`config.mk`:
```
export PLATFORM = sky130hd
export DESIGN_NAME = muldiv_seq
export DESIGN_NICKNAME = d
export VERILOG_FILES = /design/src/rtl/muldiv_seq.sv
export SDC_FILE = /design/constraint.sdc
export NUM_CORES = 2
export LEC_CHECK = 0
export BUFFER_PORTS_ARGS = -buffer_cell sky130_fd_sc_hd__buf_2
export CORE_ASPECT_RATIO = 0.9
export CORE_MARGIN = 4
export CORE_UTILIZATION = 48
export DETAILED_ROUTE_END_ITERATION = 10
export PLACE_DENSITY = 0.75
export REMOVE_ABC_BUFFERS = 1
export SLEW_MARGIN = 20
export SYNTH_ARGS = -nofsm -noshare
export SYNTH_HDL_FRONTEND = slang
export SYNTH_SLANG_ARGS = --single-unit
```
`constraint.sdc`:
```
create_clock -name clk -period 11.5 [get_ports clk]
set_input_delay 2.3 -clock clk [delete_from_list [all_inputs] [get_ports clk]]
set_output_delay 2.3 -clock clk [all_outputs]
set_load 0.005 [all_outputs]
```
`src/rtl/muldiv_seq.sv`:
```
// muldiv_seq: iterative RV64 M-extension multiply/divide sequencer.
// Radix-2 shift-add multiply and restoring divide retire one bit per cycle.
// Divide-by-zero, signed overflow and undefined op codes finish in one cycle.
module muldiv_seq (
   input  logic        clk,
   input  logic        reset,
   input  logic        start,
   input  logic [3:0]  op,
   input  logic [63:0] src1,
   input  logic [63:0] src2,
   input  logic        flush,
   output logic        ready,
   output logic        done,
   output logic [63:0] result
);

   typedef enum logic [1:0] {S_IDLE, S_BUSY, S_DONE} state_t;
   state_t state, state_next;

   // Latched operation. a_q is the multiplicand or the shifting dividend,
   // b_q the multiplier or the divisor, acc_q the product or partial remainder.
   logic [3:0]  op_q;
   logic [63:0] a_q, b_q, acc_q, quo_q, result_q;
   logic [5:0]  cnt_q;
   logic        neg_quo_q, neg_rem_q, done_q;

   logic        accept;

   // Request decode: operand extension, magnitudes and fast-path results
   logic [2:0]  in_fn;
   logic        in_w, in_undef, in_div, in_signed, in_rem;
   logic        sgn1, sgn2, in_div0, in_ovf, in_fast;
   logic [63:0] sx1, ext1, ext2, mag1, mag2, fast_res;

   always_comb begin
      in_fn     = op[2:0];
      in_w      = op[3];
      in_undef  = (in_fn > 3'd4);
      in_div    = (in_fn != 3'd0) && !in_undef;
      in_signed = (in_fn == 3'd1) || (in_fn == 3'd3);
      in_rem    = (in_fn == 3'd3) || (in_fn == 3'd4);
      sx1       = in_w ? {{32{src1[31]}}, src1[31:0]} : src1;
      ext1      = (in_w && !in_signed) ? {32'b0, src1[31:0]} : sx1;
      if (!in_w)
         ext2 = src2;
      else if (in_signed)
         ext2 = {{32{src2[31]}}, src2[31:0]};
      else
         ext2 = {32'b0, src2[31:0]};
      sgn1    = in_signed && ext1[63];
      sgn2    = in_signed && ext2[63];
      mag1    = sgn1 ? -ext1 : ext1;
      mag2    = sgn2 ? -ext2 : ext2;
      in_div0 = (ext2 == '0);
      if (in_w)
         in_ovf = in_signed && (src1[31:0] == 32'h8000_0000) && (src2[31:0] == '1);
      else
         in_ovf = in_signed && (src1 == {1'b1, 63'b0}) && (src2 == '1);
      in_fast  = in_undef || (in_div && (in_div0 || in_ovf));
      fast_res = '0;
      if (in_div && in_div0)
         fast_res = in_rem ? sx1 : '1;
      else if (in_div && in_ovf)
         fast_res = in_rem ? '0 : sx1;
   end

   // One iteration step plus the sign fix-up applied on the final step
   logic        l_w, l_div, l_rem, ge;
   logic [64:0] trial;
   logic [63:0] diff, acc_step, quo_step, raw, fin;

   always_comb begin
      l_w   = op_q[3];
      l_div = (op_q[2:0] != 3'd0);
      l_rem = (op_q[2:0] == 3'd3) || (op_q[2:0] == 3'd4);
      trial = {acc_q, a_q[63]};
      ge    = (trial >= {1'b0, b_q});
      // When ge holds the true difference is below 2^64, so 64 bits suffice.
      diff  = trial[63:0] - b_q;
      if (l_div) begin
         acc_step = ge ? diff : trial[63:0];
         quo_step = {quo_q[62:0], ge};
      end else begin
         acc_step = b_q[0] ? (acc_q + a_q) : acc_q;
         quo_step = quo_q;
      end
      if (!l_div)
         raw = acc_step;
      else if (l_rem)
         raw = neg_rem_q ? -acc_step : acc_step;
      else
         raw = neg_quo_q ? -quo_step : quo_step;
      fin = l_w ? {{32{raw[31]}}, raw[31:0]} : raw;
   end

   assign accept = (state == S_IDLE) && start && !flush;
   assign ready  = (state == S_IDLE);
   assign done   = done_q;
   assign result = result_q;

   // State register
   always_ff @(posedge clk or posedge reset) begin
      if (reset)
         state <= S_IDLE;
      else
         state <= state_next;
   end

   // Next-state logic; flush overrides every transition
   always_comb begin
      state_next = state;
      case (state)
         S_IDLE:  if (start) state_next = in_fast ? S_DONE : S_BUSY;
         S_BUSY:  if (cnt_q == '0) state_next = S_DONE;
         S_DONE:  state_next = S_IDLE;
         default: state_next = S_IDLE;
      endcase
      if (flush)
         state_next = S_IDLE;
   end

   // Operand capture, iteration datapath, result and done registers
   always_ff @(posedge clk or posedge reset) begin
      if (reset) begin
         op_q      <= '0;
         a_q       <= '0;
         b_q       <= '0;
         acc_q     <= '0;
         quo_q     <= '0;
         cnt_q     <= '0;
         neg_quo_q <= 1'b0;
         neg_rem_q <= 1'b0;
         result_q  <= '0;
         done_q    <= 1'b0;
      end else begin
         done_q <= (state_next == S_DONE);
         if (accept) begin
            op_q      <= op;
            cnt_q     <= in_w ? 6'd31 : 6'd63;
            acc_q     <= '0;
            quo_q     <= '0;
            neg_quo_q <= sgn1 ^ sgn2;
            neg_rem_q <= sgn1;
            if (in_div) begin
               // W dividends sit in the top half so the MSB-first shift sees them.
               a_q <= in_w ? {mag1[31:0], 32'b0} : mag1;
               b_q <= mag2;
            end else begin
               a_q <= src1;
               b_q <= src2;
            end
            if (in_fast)
               result_q <= fast_res;
         end else if (state == S_BUSY && !flush) begin
            acc_q <= acc_step;
            quo_q <= quo_step;
            a_q   <= a_q << 1;
            if (!l_div)
               b_q <= b_q >> 1;
            if (cnt_q == '0)
               result_q <= fin;
            else
               cnt_q <= cnt_q - 6'd1;
         end
      end
   end

endmodule

```
Yosys cells after proc, flatten, opt, wreduce, memory -nomap -nowiden. Index checks and enable logic that the tools add are counted.

Flip-flop bits (word level): 335. Input port bits: 136. Output and inout bits: 66.

$add $sub $neg: 7. Magnitude comparators: 2. Eq/ne operators: 14. Mux-type cells: 45. Bitwise logic cells: 1. Reductions and logical operators: 32.

Operators by type and width (count): $mux W64 (35); $neg A64 Y64 (4); $eq A64 B64 Y1 const B (2); $ge A65 B64 Y1 (1); $add A64 B64 Y64 (1); $eq A32 B32 Y1 const B (2); $logic_not A64 Y1 (1); $sub A64 B64 Y64 (1); $mux W6 (4); $logic_and A1 B1 Y1 (14); $mux W2 (4); $eq A3 B2 Y1 const B (2); $eq A3 B3 Y1 const B (2); $logic_not A6 Y1 (1); $reduce_bool A3 Y1 (2); $sub A6 B1 Y6 const B (1); $logic_or A1 B1 Y1 (5); $ne A2 B2 Y1 const B (2); $pmux W2 S2 (1); $reduce_and A2 Y1 (2); $reduce_bool A2 Y1 (2); $eq A3 B1 Y1 const B (1); $gt A3 B3 Y1 const B (1); $logic_not A1 Y1 (3); other kinds (7) (7).

Logic depth before layout (Yosys ltp).
Depth after elaboration: 13. Mapped depth: 29. Gate-level depth less buffers: 24.

Least setup slack after synthesis. Ideal clock, no wire load.

Path type: flip-flop to flip-flop. From: reg op_q[2]. To: reg result_q[60], in the netlist result[60]. Arrival time: 5976 ps. Path slack: 5383 ps. Stages on the path, launching flop included: 24. Period minus slack after synthesis: 6117 ps. Path through: dfrtp_1 or3_1 clkbuf_1 clkbuf_1 clkbuf_1 clkbuf_1 clkbuf_1 clkbuf_1 buf_1 clkbuf_1 nand2_1 o21ai_0 ha_1 nand4b_1 or4_1 or4_1 nand2b_1 nor2_1 nand3_1 o31ai_1 xor2_1 o21ai_0 nor4_1 a22oi_1.

Word-level cells in the longest chain between the ends: 10. Elaborated cells between the ends (all ways): 16. Those cells by class: add/sub (2); eq/ne (2); mux (10); reduce/logical (2).

Ends and longest elaborated chain: from (decl) (RTL line 22) `logic [3:0] op_q;`; from (signal assigned) (RTL line 138) `op_q <= op;`; $reduce_bool A3 Y1 (RTL line 74) `l_div = (op_q[2:0] != 3'd0);`; $mux W64 (RTL line 80) `if (l_div) begin`; $neg A64 Y64 (on tied branches) (RTL line 92, 90); $mux W64 (on tied branches) (RTL line 92, 90); $mux W64 (RTL line 89) `else if (l_rem)`; $mux W64 * (RTL line 87) `if (!l_div)`; $mux W64 * (RTL line 93) `fin = l_w ? {{32{raw[31]}}, raw[31:0]} : raw;`; $mux W64 * (RTL line 160) `if (cnt_q == '0)`; $mux W64 * (RTL line 154) `end else if (state == S_BUSY && !flush) begin`; $mux W64 * (RTL line 137) `if (accept) begin`; to (signal assigned) (RTL line 153) `result_q <= fast_res;`; to (signal assigned) (RTL line 161) `result_q <= fin;`; to (decl) (RTL line 23) `logic [63:0] a_q, b_q, acc_q, quo_q, result_q;`.

Mark *: on every way between the ends. The rest lies on a longest branch, timed or not. The select of a mux whose other input is x is not followed. A chain may end at the register's enable or synchronous reset.

Final worst setup path.
From: reg acc_q[51]. To: reg result_q[62], in the netlist result[62].

Word-level cells in the longest chain between the ends: 11. Elaborated cells between the ends (all ways): 17. Those cells by class: add/sub (4); order compare (1); mux (12).

Ends and longest elaborated chain: from (decl) (RTL line 23); from (signal assigned) (RTL line 155) `acc_q <= acc_step;`; $add A64 B64 Y64 (tied with other cells) (RTL line 84) `acc_step = b_q[0] ? (acc_q + a_q) : acc_q;`; $mux W64 (on tied branches) (RTL line 84, 81); $mux W64 (RTL line 80); $neg A64 Y64 (RTL line 90) `raw = neg_rem_q ? -acc_step : acc_step;`; $mux W64 (RTL line 90); $mux W64 (RTL line 89); $mux W64 * (RTL line 87); $mux W64 * (RTL line 93); $mux W64 * (RTL line 160); $mux W64 * (RTL line 154); $mux W64 * (RTL line 137).

Marked as above.

==> run metrics <==
status completed; Syn-to-layout area delta 8.74%; Final Setup Violations 0; Synth cell types 105; clock power share 11.5%; max-slew violation count 0; post-synth top area cell dfrtp_1; Chip Height 264 um; worst r2r dst result[62]; RSZ-0062 raised after global routing false; Nets 5067; number of flops mapped to enable cells by yosys 0; Die Area 0.0770 sq mm; share of the synthesized area in the top cell type 24.0%; Int Pwr 5.52 mW; Antenna Nets Post-Route 0; highest-delay cell along the critical path or4_1; Placed Cells 5699; Avg Synthesized Cell Area 7.19 sq um; Synth Flop Type dfrtp_1; total CTS buffers 43; Synth warnings 0; clock root buffer clkbuf_16; I/O Buffers 201; H-tree Lvls 2; vias post-DR 40364; CTS Hold Bufs 0; gr usage total 39.0%; clock tree buffer depth 3; Psw 7.47 mW; Peak VDD IR 0.212 mV; reg2reg start acc_q[51]; fin crit share between 60% and 70%; Setup crit start acc_q[51]; routability cong. 1.07; power per cell area 343 mW/mm^2; Synth Instances 4843; drt drc 0; crit path to result[62]; actual slew at the worst max-slew pin 1.11 ns; setup bufs post-CTS 0; CP Max Fanout 42; routed wire length per instance 27.3 um; max frequency 0.133 GHz; CP Launch Type register; FFs w/ async S/R, synth 100%; min cycle time layout 7.50 ns; #FFs+latches synth ~330; DRT Pass-1 Iters 6; crit path kind reg2reg; Clock Skew between 0.02 and 0.025 ns; first-pass GRT wire length 233 mm; worst r2r path cells 25; Setup crit end kind register; CP max stage delay 0.70 ns; DR vias/cell 6.98; crit path DAT around 8.0 ns; CTS tree done; Hold Crit Class reg2reg; clk slew on worst S/H paths 0.06 ns; logic gate share of total power between 70 and 80%; ranking of synthesized cells by area dfrtp_1 (24%), o21ai_0 (8.1%), nand2_1 (6.4%), a21oi_1 (5.8%), ha_1 (4.8%); R2R Setup Slk 4.00 ns; slew margin rel. a little over a quarter; routed wire length 158 mm; FP Rows 93; hold_ws around 0.48 ns; vias in the first global route 36729; Required @ worst endpoint 12.02 ns; CTS Sinks between 300 and 400; register area share after synthesis 24.0%; Starting DRT DRC Count around 5700; leakage power 15.8 nW; chip width just under 300 um; Final Non-Filler Cells 5785; antenna violations before repair 10; global route overflow 0; Skew-Pair Late Insertion Delay 0.61 ns; post_cts resized 0; initial core utilization between 40 and 50%; I/O Pins 202; largest net degree at the start of global routing approximately 120; total core area 0.0718 sq mm; DP HPWL 120 mm; share of post-route cells with drive strength above 1 under 10%; max capacitance violation total 0; synthesized area 0.0348 sq mm; Final Hold Vio Count 0; power share of the sequential group 15.5%; Net Sw Frac 57.5%; TNS Setup 0 ns
registers in the layout, indices dropped and copies added, names as in the netlist:
signal,flops
result,64
done,1
b_q,64
acc_q,64
cnt_q,6
op_q,4
a_q,64
quo_q,63
neg_rem_q,1
neg_quo_q,1
state,2
kinds of logic after synthesis:
| group | count (synthesis) | share of synthesized area, % |
|---|---|---|
| AOI/OAI and AO/OA | 1838 | 34.0 |
| buffers and inverters | 538 | 6.00 |
| DFF | 334 | 24.0 |
| adders and majority gates | 137 | 4.96 |
| xor gates and xnor gates | 234 | 5.88 |
| muxes | 63 | 1.90 |
| and+or+nand+nor | 1699 | 23.2 |
Yosys cell counts, drive strengths merged (68+ instances only):
| library cell | number |
|---|---|
| nand2 | 593 |
| o21ai | 579 |
| a21oi | 407 |
| nor2 | 402 |
| dfrtp | 334 |
| clkbuf | 311 |
| inv | 158 |
| ha | 135 |
| xnor2 | 133 |
| nand4 | 125 |
| nand3 | 109 |
| nor3 | 108 |
| xor2 | 101 |
| a22o | 93 |
| a31oi | 77 |
| o31ai | 75 |
| nor4 | 71 |
| buf | 68 |
metal layers:
| layer | share of wire, % | GRT usage (%) |
|---|---|---|
| met5 | 0.011 | 0 |
| met3 | 11 | 7.70 |
| met4 | 8.0 | 24.5 |
| met2 | 42 | 57.5 |
| met1 | 39 | 52.3 |
power groups by stage:
stage | combinational [mW] | clock [mW] | sequential, mW
finish | 9.48 | 1.49 | 2.02
global route | 10.1 | 1.54 | 2.04
CTS | 9.13 | 1.50 | 2.00
detailed placement | 9.08 | 0 | 2.02
global placement | 9.03 | 0 | 2.01
floorplan | 6.08 | 0 | 1.83
critical path, delay by kind of cell, from the launching register on:
| kind | cells | cell delay, ns |
|---|---|---|
| AO/OA/AOI/OAI | 10 | 2.15 |
| XOR/XNOR | 1 | 0.25 |
| adder cells (fa/ha/maj) | 2 | 0.67 |
| buffers and inverters | 2 | 0.82 |
| flip-flops | 1 | 0.45 |
| AND/OR/NAND/NOR | 10 | 3.03 |
layout make-up:
type / instances / area, sq um
Fill cell: 7105 / 33900
Multi-Input combinational cell: 3971 / 24500
Sequential cell: 334 / 8360
Timing Repair Buffer: 285 / 1660
Tap cell: 950 / 1190
Clock buffer: 53 / 1170
Inverter: 159 / 604
Clock inverter: 24 / 329
Antenna cell: 9 / 22.5
how the worst min path moves through the flow:
stage	start	endpoint	depth (start not counted)
5_1_grt	b_q[31]	b_q[31]	2
4_1_cts	b_q[26]	b_q[26]	2
3_5_place_dp	b_q[26]	b_q[26]	2
2_1_floorplan	b_q[18]	b_q[18]	2
6_report	b_q[24]	b_q[24]	2
3_3_place_gp	b_q[28]	b_q[28]	2
cell usage in the layout (no fill, tap or decap), types with 125 or more instances in the layout:
master / count
ha_1: 134
nand4_1: 125
inv_1: 154
buf_2: 200
nor2_1: 400
dfrtp_1: 332
nand2_1: 591
o21ai_0: 560
xnor2_1: 133
a21oi_1: 402
stage by stage:
step                power [mW]  util [%]  setup WS (ns)  area (sq um)
finish                    13.0      52.8           4.00         37900
global route              13.7      52.7           3.49         37900
CTS                       12.6      52.7           4.35         37800
detailed placement        11.1      50.6           3.85         36300
global placement          11.0      50.6           3.92         36300
floorplan                 7.91         -          -6.43         33300
(Power assumes the default switching activity.)
